==> src/rtl/shift_add_multiplier.sv <==
// Sequential unsigned shift-add multiplier with a start/ready/done handshake.
// One partial-product add per cycle through a WIDTH-bit ripple full adder;
// the 2*WIDTH-bit product appears after WIDTH compute cycles.

// WIDTH-bit ripple-carry full adder.
module full_adder #(
    parameter int WIDTH = 4
) (
    input  logic [WIDTH-1:0] a,
    input  logic [WIDTH-1:0] b,
    input  logic             c_in,
    output logic [WIDTH-1:0] sum,
    output logic             c_out
);

    // Ripple the carry from bit 0 upward.
    always_comb begin
        logic c;
        c   = c_in;
        sum = '0;
        for (int unsigned i = 0; i < WIDTH; i++) begin
            sum[i] = a[i] ^ b[i] ^ c;
            c      = (a[i] & b[i]) | (c & (a[i] ^ b[i]));
        end
        c_out = c;
    end

endmodule

module shift_add_multiplier #(
    parameter int WIDTH = 4
) (
    input  logic               clk,
    input  logic               rst,
    input  logic               start,
    input  logic [WIDTH-1:0]   a,
    input  logic [WIDTH-1:0]   b,
    output logic               ready,
    output logic               busy,
    output logic               done,
    output logic [2*WIDTH-1:0] product
);

    localparam int CW = (WIDTH > 2) ? $clog2(WIDTH) : 1;
    localparam logic [CW-1:0] LAST = CW'(WIDTH - 1);

    typedef enum logic [1:0] {
        IDLE = 2'b00,
        CALC = 2'b01,
        DONE = 2'b10
    } state_t;

    state_t             state_q, state_d;
    logic [WIDTH-1:0]   mcand_q, mcand_d;
    logic [2*WIDTH-1:0] acc_q, acc_d;
    logic [CW-1:0]      count_q, count_d;
    logic [2*WIDTH-1:0] product_q, product_d;

    logic [WIDTH-1:0]   add_b;
    logic [WIDTH-1:0]   add_sum;
    logic               add_cout;
    logic [2*WIDTH-1:0] acc_shifted;

    // Multiplier LSB selects whether the multiplicand or zero is added.
    assign add_b = acc_q[0] ? mcand_q : '0;

    full_adder #(
        .WIDTH (WIDTH)
    ) u_adder (
        .a     (acc_q[2*WIDTH-1:WIDTH]),
        .b     (add_b),
        .c_in  (1'b0),
        .sum   (add_sum),
        .c_out (add_cout)
    );

    assign acc_shifted = {add_cout, add_sum, acc_q[WIDTH-1:1]};
    assign product     = product_q;

    // State and datapath registers with synchronous reset.
    always_ff @(posedge clk) begin
        if (rst) begin
            state_q   <= IDLE;
            mcand_q   <= '0;
            acc_q     <= '0;
            count_q   <= '0;
            product_q <= '0;
        end else begin
            state_q   <= state_d;
            mcand_q   <= mcand_d;
            acc_q     <= acc_d;
            count_q   <= count_d;
            product_q <= product_d;
        end
    end

    // Next-state, datapath updates and handshake decode.
    // product is loaded on the edge entering DONE so it is already valid while done is high.
    always_comb begin
        state_d   = state_q;
        mcand_d   = mcand_q;
        acc_d     = acc_q;
        count_d   = count_q;
        product_d = product_q;
        ready     = 1'b0;
        busy      = 1'b0;
        done      = 1'b0;
        case (state_q)
            IDLE: begin
                ready = 1'b1;
                if (start) begin
                    mcand_d = a;
                    acc_d   = {{WIDTH{1'b0}}, b};
                    count_d = '0;
                    state_d = CALC;
                end
            end
            CALC: begin
                busy    = 1'b1;
                acc_d   = acc_shifted;
                count_d = count_q + 1'b1;
                if (count_q == LAST) begin
                    product_d = acc_shifted;
                    state_d   = DONE;
                end
            end
            DONE: begin
                done    = 1'b1;
                state_d = IDLE;
            end
            default: begin
                state_d = IDLE;
            end
        endcase
    end

endmodule

==> config.mk <==
export PLATFORM = sky130hd
export DESIGN_NAME = shift_add_multiplier
export DESIGN_NICKNAME = d
export VERILOG_FILES = /design/src/rtl/shift_add_multiplier.sv
export SDC_FILE = /design/constraint.sdc
export NUM_CORES = 1
export LEC_CHECK = 0
export ABC_AREA = 1
export BUFFER_PORTS_ARGS = -buffer_cell sky130_fd_sc_hd__buf_2
export CORE_MARGIN = 2
export CORE_UTILIZATION = 50
export DETAILED_ROUTE_END_ITERATION = 8
export PLACE_DENSITY = 0.73
export SETUP_SLACK_MARGIN = 0.1
export SLEW_MARGIN = 10
export SYNTH_ARGS = -nofsm -noshare
export SYNTH_HDL_FRONTEND = slang
export SYNTH_SLANG_ARGS = --single-unit
==> constraint.sdc <==
create_clock -name clk -period 3.3 [get_ports clk]
set_input_delay 0.33 -clock clk [delete_from_list [all_inputs] [get_ports clk]]
set_output_delay 0.33 -clock clk [all_outputs]
set_load 0.05 [all_outputs]
==> results.tsv, run 1 <==
metric	value	unit
RR Endpoint	acc_q[6]	
CTS resizes	0	
crit path cell chain	nand2_1, inv_1, ha_1, inv_1, fa_1, fa_1, fa_1, inv_1, nand2_1, a21oi_2	
antenna cells	0	
Reg2Reg Launch Point	acc_q[0]	
Net Sw Frac	24.5	%
syn nets	163	
arrival time at the worst endpoint	2.46	ns
Gate Count Post-Synth	147	
synth warn	0	
Clk network pwr share	35.7	%
Die Ht	52.0	µm
Synth Cell Area	1150	µm²
Unique masters post-synth	20	
Final nets	185	
status	complete, no violations	
post-synthesis register bit count	24	
Flop pwr share	52.7	%
synth top area cells	dfxtp_1, nand2_1, nor2_1	
max-slew violations	0	
vias in the first global route	911	
final setup violation count	0	
Worst Setup SP	acc_q[0]	
number of cells on the critical path	10	
minimum clock period	2.25	ns
Setup TNS Final	0	ns
largest net degree at the start of global routing	19	
Post-synth top flop	dfxtp_1	
Tightest Hold Check Type	in2reg	
multi-input logic area	561	µm²
Power, Total	0.593	mW
DRT iter0 DRCs	11	
# rows	17	
Worst Setup Start Kind	flip-flop	
Synth Area per Inst	7.82	µm²
delay-heaviest family, CP	adder cells	
most frequent cell after synthesis	nand2_1	
end of the critical path	acc_q[6]	
count of input and output buffers	21	
die area	2700	µm²
post-synth top area share	41.8	%
clk_skew	0.0162	ns
Storage cell area	480	µm²
Detailed Place HPWL	1.52	mm
combinational fraction of design power	11.6	%
Via Count	937	
r2r setup slk	1.05	ns
detailed-route DRC error count	0	
Lkg Pwr	0.659	nW
max_cap viols	0	
share of layout cells above drive strength 1	25.6	%
Placeable Area	2190	µm²
buffers and inverters on the worst path	3	
r2r worst-path depth	10	
Final Hold Violating Endpoints	0	
CTS tree	built	
routed vias/inst	4.78	
Power Dens Cells	455	nW/µm²
CP Max Fanout	5	
Total Wirelength	1.98	mm
Ports	22	
gp weighted congestion	0.774	
later-pin clock latency in the skew report	0.32	ns
CP max stage cell	fa_1	
final period utilization	68.3	%
Worst-Margin Slew	0.453	ns
Reg clk slew, reported paths	0.14	ns
H-Tree Depth	1	
clk root buf	clkbuf_4	
GRT Total Usage	18.3	%
grt ovf	0	
setup bufs post-CTS	0	
hold_buf cts	0	
slew margin rel.	69.7	%
Post-synth EDFFs	0	
Seq/Total Area, Yosys	41.8	%
first-pass GRT wire length	3.73	mm
clock buffer depth	2	
Peak VDD IR	353	µV
Die Width	52.0	µm
CTS sink count	24	
Synth async-reset ratio	0	%
CP required	3.50	ns
CP Capture Type	flip-flop	
dominant cell type by area after synthesis	dfxtp_1	
total CTS buffers	3	
DRT antenna net count	0	
RSZ-0062 raised after global routing	no	
area grow syn2layout	13.4	%
NetSw	0.146	mW
critical setup path kind	reg2reg	
crit-path max cell delay	0.48	ns
DRT Pass-1 Iters	4	
fillers	220	
Int Pwr	0.448	mW
fmax	444	MHz
Post-synth top cells	nand2_1, dfxtp_1, nor2_1	
initial core utilization	52.5	%
initial antenna violation count	0	
WL/cell	10.1	µm
## through the flow
| step | setup slack (ns) | hold slack, ns | utilization [%] | area, µm² | instances |
|---|---|---|---|---|---|
| 2_1_floorplan | 1.18 | 0.439 | - | 1150 | 147 |
| 3_3_place_gp | 1.15 | 0.454 | 57.1 | 1250 | 192 |
| 3_5_place_dp | 1.08 | 0.459 | 57.1 | 1250 | 192 |
| 4_1_cts | 1.06 | 0.252 | 59.5 | 1300 | 196 |
| 5_1_grt | 0.887 | 0.259 | 59.5 | 1300 | 196 |
| 6_report | 1.05 | 0.264 | 59.5 | 1300 | 196 |
## power groups by stage
stage	Sequential [mW]	Clock [mW]	Combinational (mW)
after global placement	0.319	0	0.0673
final	0.313	0.212	0.0686
after detailed placement	0.319	0	0.0693
after global routing	0.315	0.225	0.0796
after floorplan	0.314	0	0.0613
after CTS	0.313	0.215	0.0694
## cell type report
type / count / share of cell area [%]
Multi-Input combinational cell: 101 / 43.0
Sequential cell: 24 / 36.9
Timing Repair Buffer: 21 / 8.06
Inverter: 18 / 5.37
Tap cell: 28 / 2.69
Clock inverter: 1 / 2.30
Clock buffer: 3 / 1.73
## per-layer routing
layer | vias up | GRT usage (%) | share of wire [%]
met1 | 418 | 22.6 | 46
met4 | 0 | 5.26 | 0.71
met5 | - | 0 | 0
met2 | 24 | 32.1 | 47
met3 | 2 | 3.45 | 5.3
li1 | 493 | - | -
## cell families after synthesis
family / share of synthesized area [%]
compound gates: 8.05
fa+ha+maj: 7.40
buf+inv: 9.47
flops: 41.8
simple gates: 33.3
## how the worst min path moves through the flow
stage	startpoint	endpoint	slack, ns	depth (start not counted)
floorplan	acc_q[1]	product[0]	0.44	2
global placement	product[3]	product[3]	0.45	2
detailed placement	product[2]	product[2]	0.46	2
CTS	a[3]	mcand_q[3]	0.25	3
global route	a[3]	mcand_q[3]	0.26	3
finish	a[3]	mcand_q[3]	0.26	3
## cells in the final DEF (no fill, tap or decap)
master and instances:
bufinv_16 1, o21a_1 1, buf_2 21, nand2_1 43, ha_1 2, nor2_8 2, inv_1 14, clkbuf_4 3
o21ai_0 5, fa_1 3, nand2_2 5, nand2_4 1, nand3_1 12, a21oi_2 5, inv_4 1, dfxtp_1 24
nor2_1 21, o21ai_4 1, inv_2 3
## worst register-to-register path, cell delays in order (launching register included)
cell and delay (ns):
dfxtp_1 0.41, nand2_1 0.07, inv_1 0.05, ha_1 0.13, inv_1 0.05, fa_1 0.38
fa_1 0.39, fa_1 0.48, inv_1 0.05, nand2_1 0.08, a21oi_2 0.05
## sequential cells by signal, summed over array words and instances (netlist names)
| name | cells |
|---|---|
| count_q | 2 |
| state_q | 2 |
| acc_q | 8 |
| product | 8 |
| mcand_q | 4 |
No activity file was read; power rests on OpenSTA's default activity.
==> inputs of run 2 (changes only) <==
==> constraint.sdc (replaced) <==
create_clock -name clk -period 2.11 [get_ports clk]
set_input_delay 0.211 -clock clk [delete_from_list [all_inputs] [get_ports clk]]
set_output_delay 0.211 -clock clk [all_outputs]
set_load 0.05 [all_outputs]
==> run 2 against run 1 <==
Net effect:
- non-clock buffer count grew 1
- power is 57% higher
- combinational power increased by 62%
- final cell count grew 0.51%
- sequential share of layout area decreased by 0.23 points
- via count grew 0.53%
- wire length grew 2.6%
- utilization up 0.69 points
- setup slack got worse by 0.99 ns
- critical path type unchanged
- largest power group unchanged
- highest routed layer unchanged
==> results.tsv, run 2 (same netlist as run 1, synthesis figures left out) <==
metric	value	unit
r2r setup slk	0.06	ns
largest net degree at the start of global routing	19	
fmax	488	MHz
slew margin rel.	70.7	%
gp weighted congestion	0.777	
first-pass GRT wire length	3.68	mm
DRT Pass-1 Iters	4	
initial antenna violation count	0	
fillers	207	
Die Ht	52.0	µm
buffers and inverters on the worst path	3	
final period utilization	97.1	%
crit-path max cell delay	0.50	ns
Worst Setup Start Kind	flip-flop	
Reg2Reg Launch Point	mcand_q[0]	
vias in the first global route	897	
Die Width	52.0	µm
H-Tree Depth	1	
Reg clk slew, reported paths	0.12	ns
setup bufs post-CTS	0	
Power, Total	0.933	mW
die area	2700	µm²
Setup TNS Final	0	ns
final setup violation count	0	
Storage cell area	483	µm²
CP required	2.32	ns
delay-heaviest family, CP	adder cells	
Peak VDD IR	515	µV
routed vias/inst	4.78	
GRT Total Usage	18.5	%
minimum clock period	2.05	ns
later-pin clock latency in the skew report	0.32	ns
hold slack	0.139	ns
worst min-delay path endpoint	mcand_q[1]	
status	complete, no violations	
Worst Hold Launch	a[1]	
initial core utilization	52.5	%
Final Hold Violating Endpoints	0	
CP Capture Type	flip-flop	
Power Dens Cells	708	nW/µm²
CTS tree	built	
Tightest Hold Check Type	in2reg	
RR Endpoint	acc_q[6]	
DRT iter0 DRCs	17	
share of layout cells above drive strength 1	29.6	%
RSZ-0062 raised after global routing	yes	
CP max stage cell	fa_1	
detailed-route DRC error count	0	
Lkg Pwr	0.662	nW
# rows	17	
Total Wirelength	2.03	mm
Ports	22	
total CTS buffers	3	
commonest non-fill, non-tap cell in the layout	nand2_1	
hold_buf cts	0	
Via Count	942	
arrival time at the worst endpoint	2.26	ns
area grow syn2layout	14.7	%
DRT antenna net count	0	
clk root buf	clkbuf_4	
WL/cell	10.3	µm
placed cell count	193	
count of input and output buffers	21	
clock buffer depth	2	
fin cells	197	
CTS sink count	24	
Final Cell Area	1320	µm²
critical setup path kind	reg2reg	
crit path cell chain	nand2_1, inv_1, ha_1, inv_1, fa_2, fa_2, fa_1, inv_2, nand2_1, a21oi_2	
Placeable Area	2190	µm²
Post-DP Area	1260	µm²
multi-input logic area	566	µm²
r2r worst-path depth	10	
grt ovf	0	
Final nets	186	
Detailed Place HPWL	1.56	mm
max_cap viols	0	
max-slew violations	0	
clk_skew	0.0109	ns
Worst-Margin Slew	0.438	ns
CP Max Fanout	2	
most frequent cells in the layout	nand2_1, dfxtp_1, nor2_1, buf_2	
antenna cells	0	
hold depth	3	
[run 2: cell types whose count changed in the layout (fill, tap and decap cells not counted)]
cell / previous run / this run
inv_1: 14 / 12
dfxtp_2: 0 / 2
buf_4: 0 / 1
inv_2: 3 / 5
fa_1: 3 / 1
dfxtp_1: 24 / 22
fa_2: 0 / 2
[run 2: worst max-delay path by stage]
| stage | start | to | slack (ns) | depth (start not counted) |
|---|---|---|---|---|
| finish | mcand_q[0] | acc_q[6] | 0.06 | 10 |
| global route | mcand_q[0] | acc_q[6] | -0.03 | 10 |
| CTS | mcand_q[0] | acc_q[6] | 0.05 | 10 |
| detailed placement | mcand_q[0] | acc_q[6] | 0.07 | 10 |
| global placement | mcand_q[0] | acc_q[6] | 0.10 | 10 |
| floorplan | acc_q[0] | acc_q[6] | 0.11 | 10 |
[run 2: routing by layer]
layer | up-vias | part of all wire, % | routed length [µm] | global-route usage [%]
li1 | 494 | - | - | -
met1 | 419 | 46 | 933 | 22.2
met2 | 24 | 46 | 944 | 31.2
met3 | 5 | 5.6 | 113 | 4.31
met4 | 0 | 2.1 | 42 | 7.89
met5 | - | 0 | 0 | 0
[run 2: what timing repair did]
action | in CTS | in global routing
gates resized for setup | 2 | 1
endpoints found under the setup margin | 3 | 3
hold endpoints to repair | 0 | 0
[run 2: layout make-up]
type	count	area share, %
multi-input combinational	101	42.9
sequential	24	36.6
timing repair buffer	22	8.54
clock inverter	1	2.28
inverter	18	5.31
tap	28	2.66
clock buffer	3	1.71
[run 2: worst min-delay path: cells and delay by family]
family | cells | cell delay, ns
AO/OA/AOI/OAI | 1 | 0.07
AND/OR/NAND/NOR | 1 | 0.08
buffers and inverters | 1 | 0.07
[run 2: metrics by stage]
| step | util (%) | setup WS [ns] |
|---|---|---|
| final | 60.2 | 0.0608 |
| after floorplan | - | 0.113 |
| after global routing | 60.2 | -0.0314 |
| after CTS | 60.2 | 0.0520 |
| after detailed placement | 57.7 | 0.0670 |
| after global placement | 57.7 | 0.103 |
[run 2: power breakdown]
part           leakage, nW  switching, mW  internal, mW
Sequential           0.196         0.0157         0.473
Clock               0.0279          0.141         0.192
Combinational        0.438         0.0728        0.0387
Total                0.662          0.230         0.703
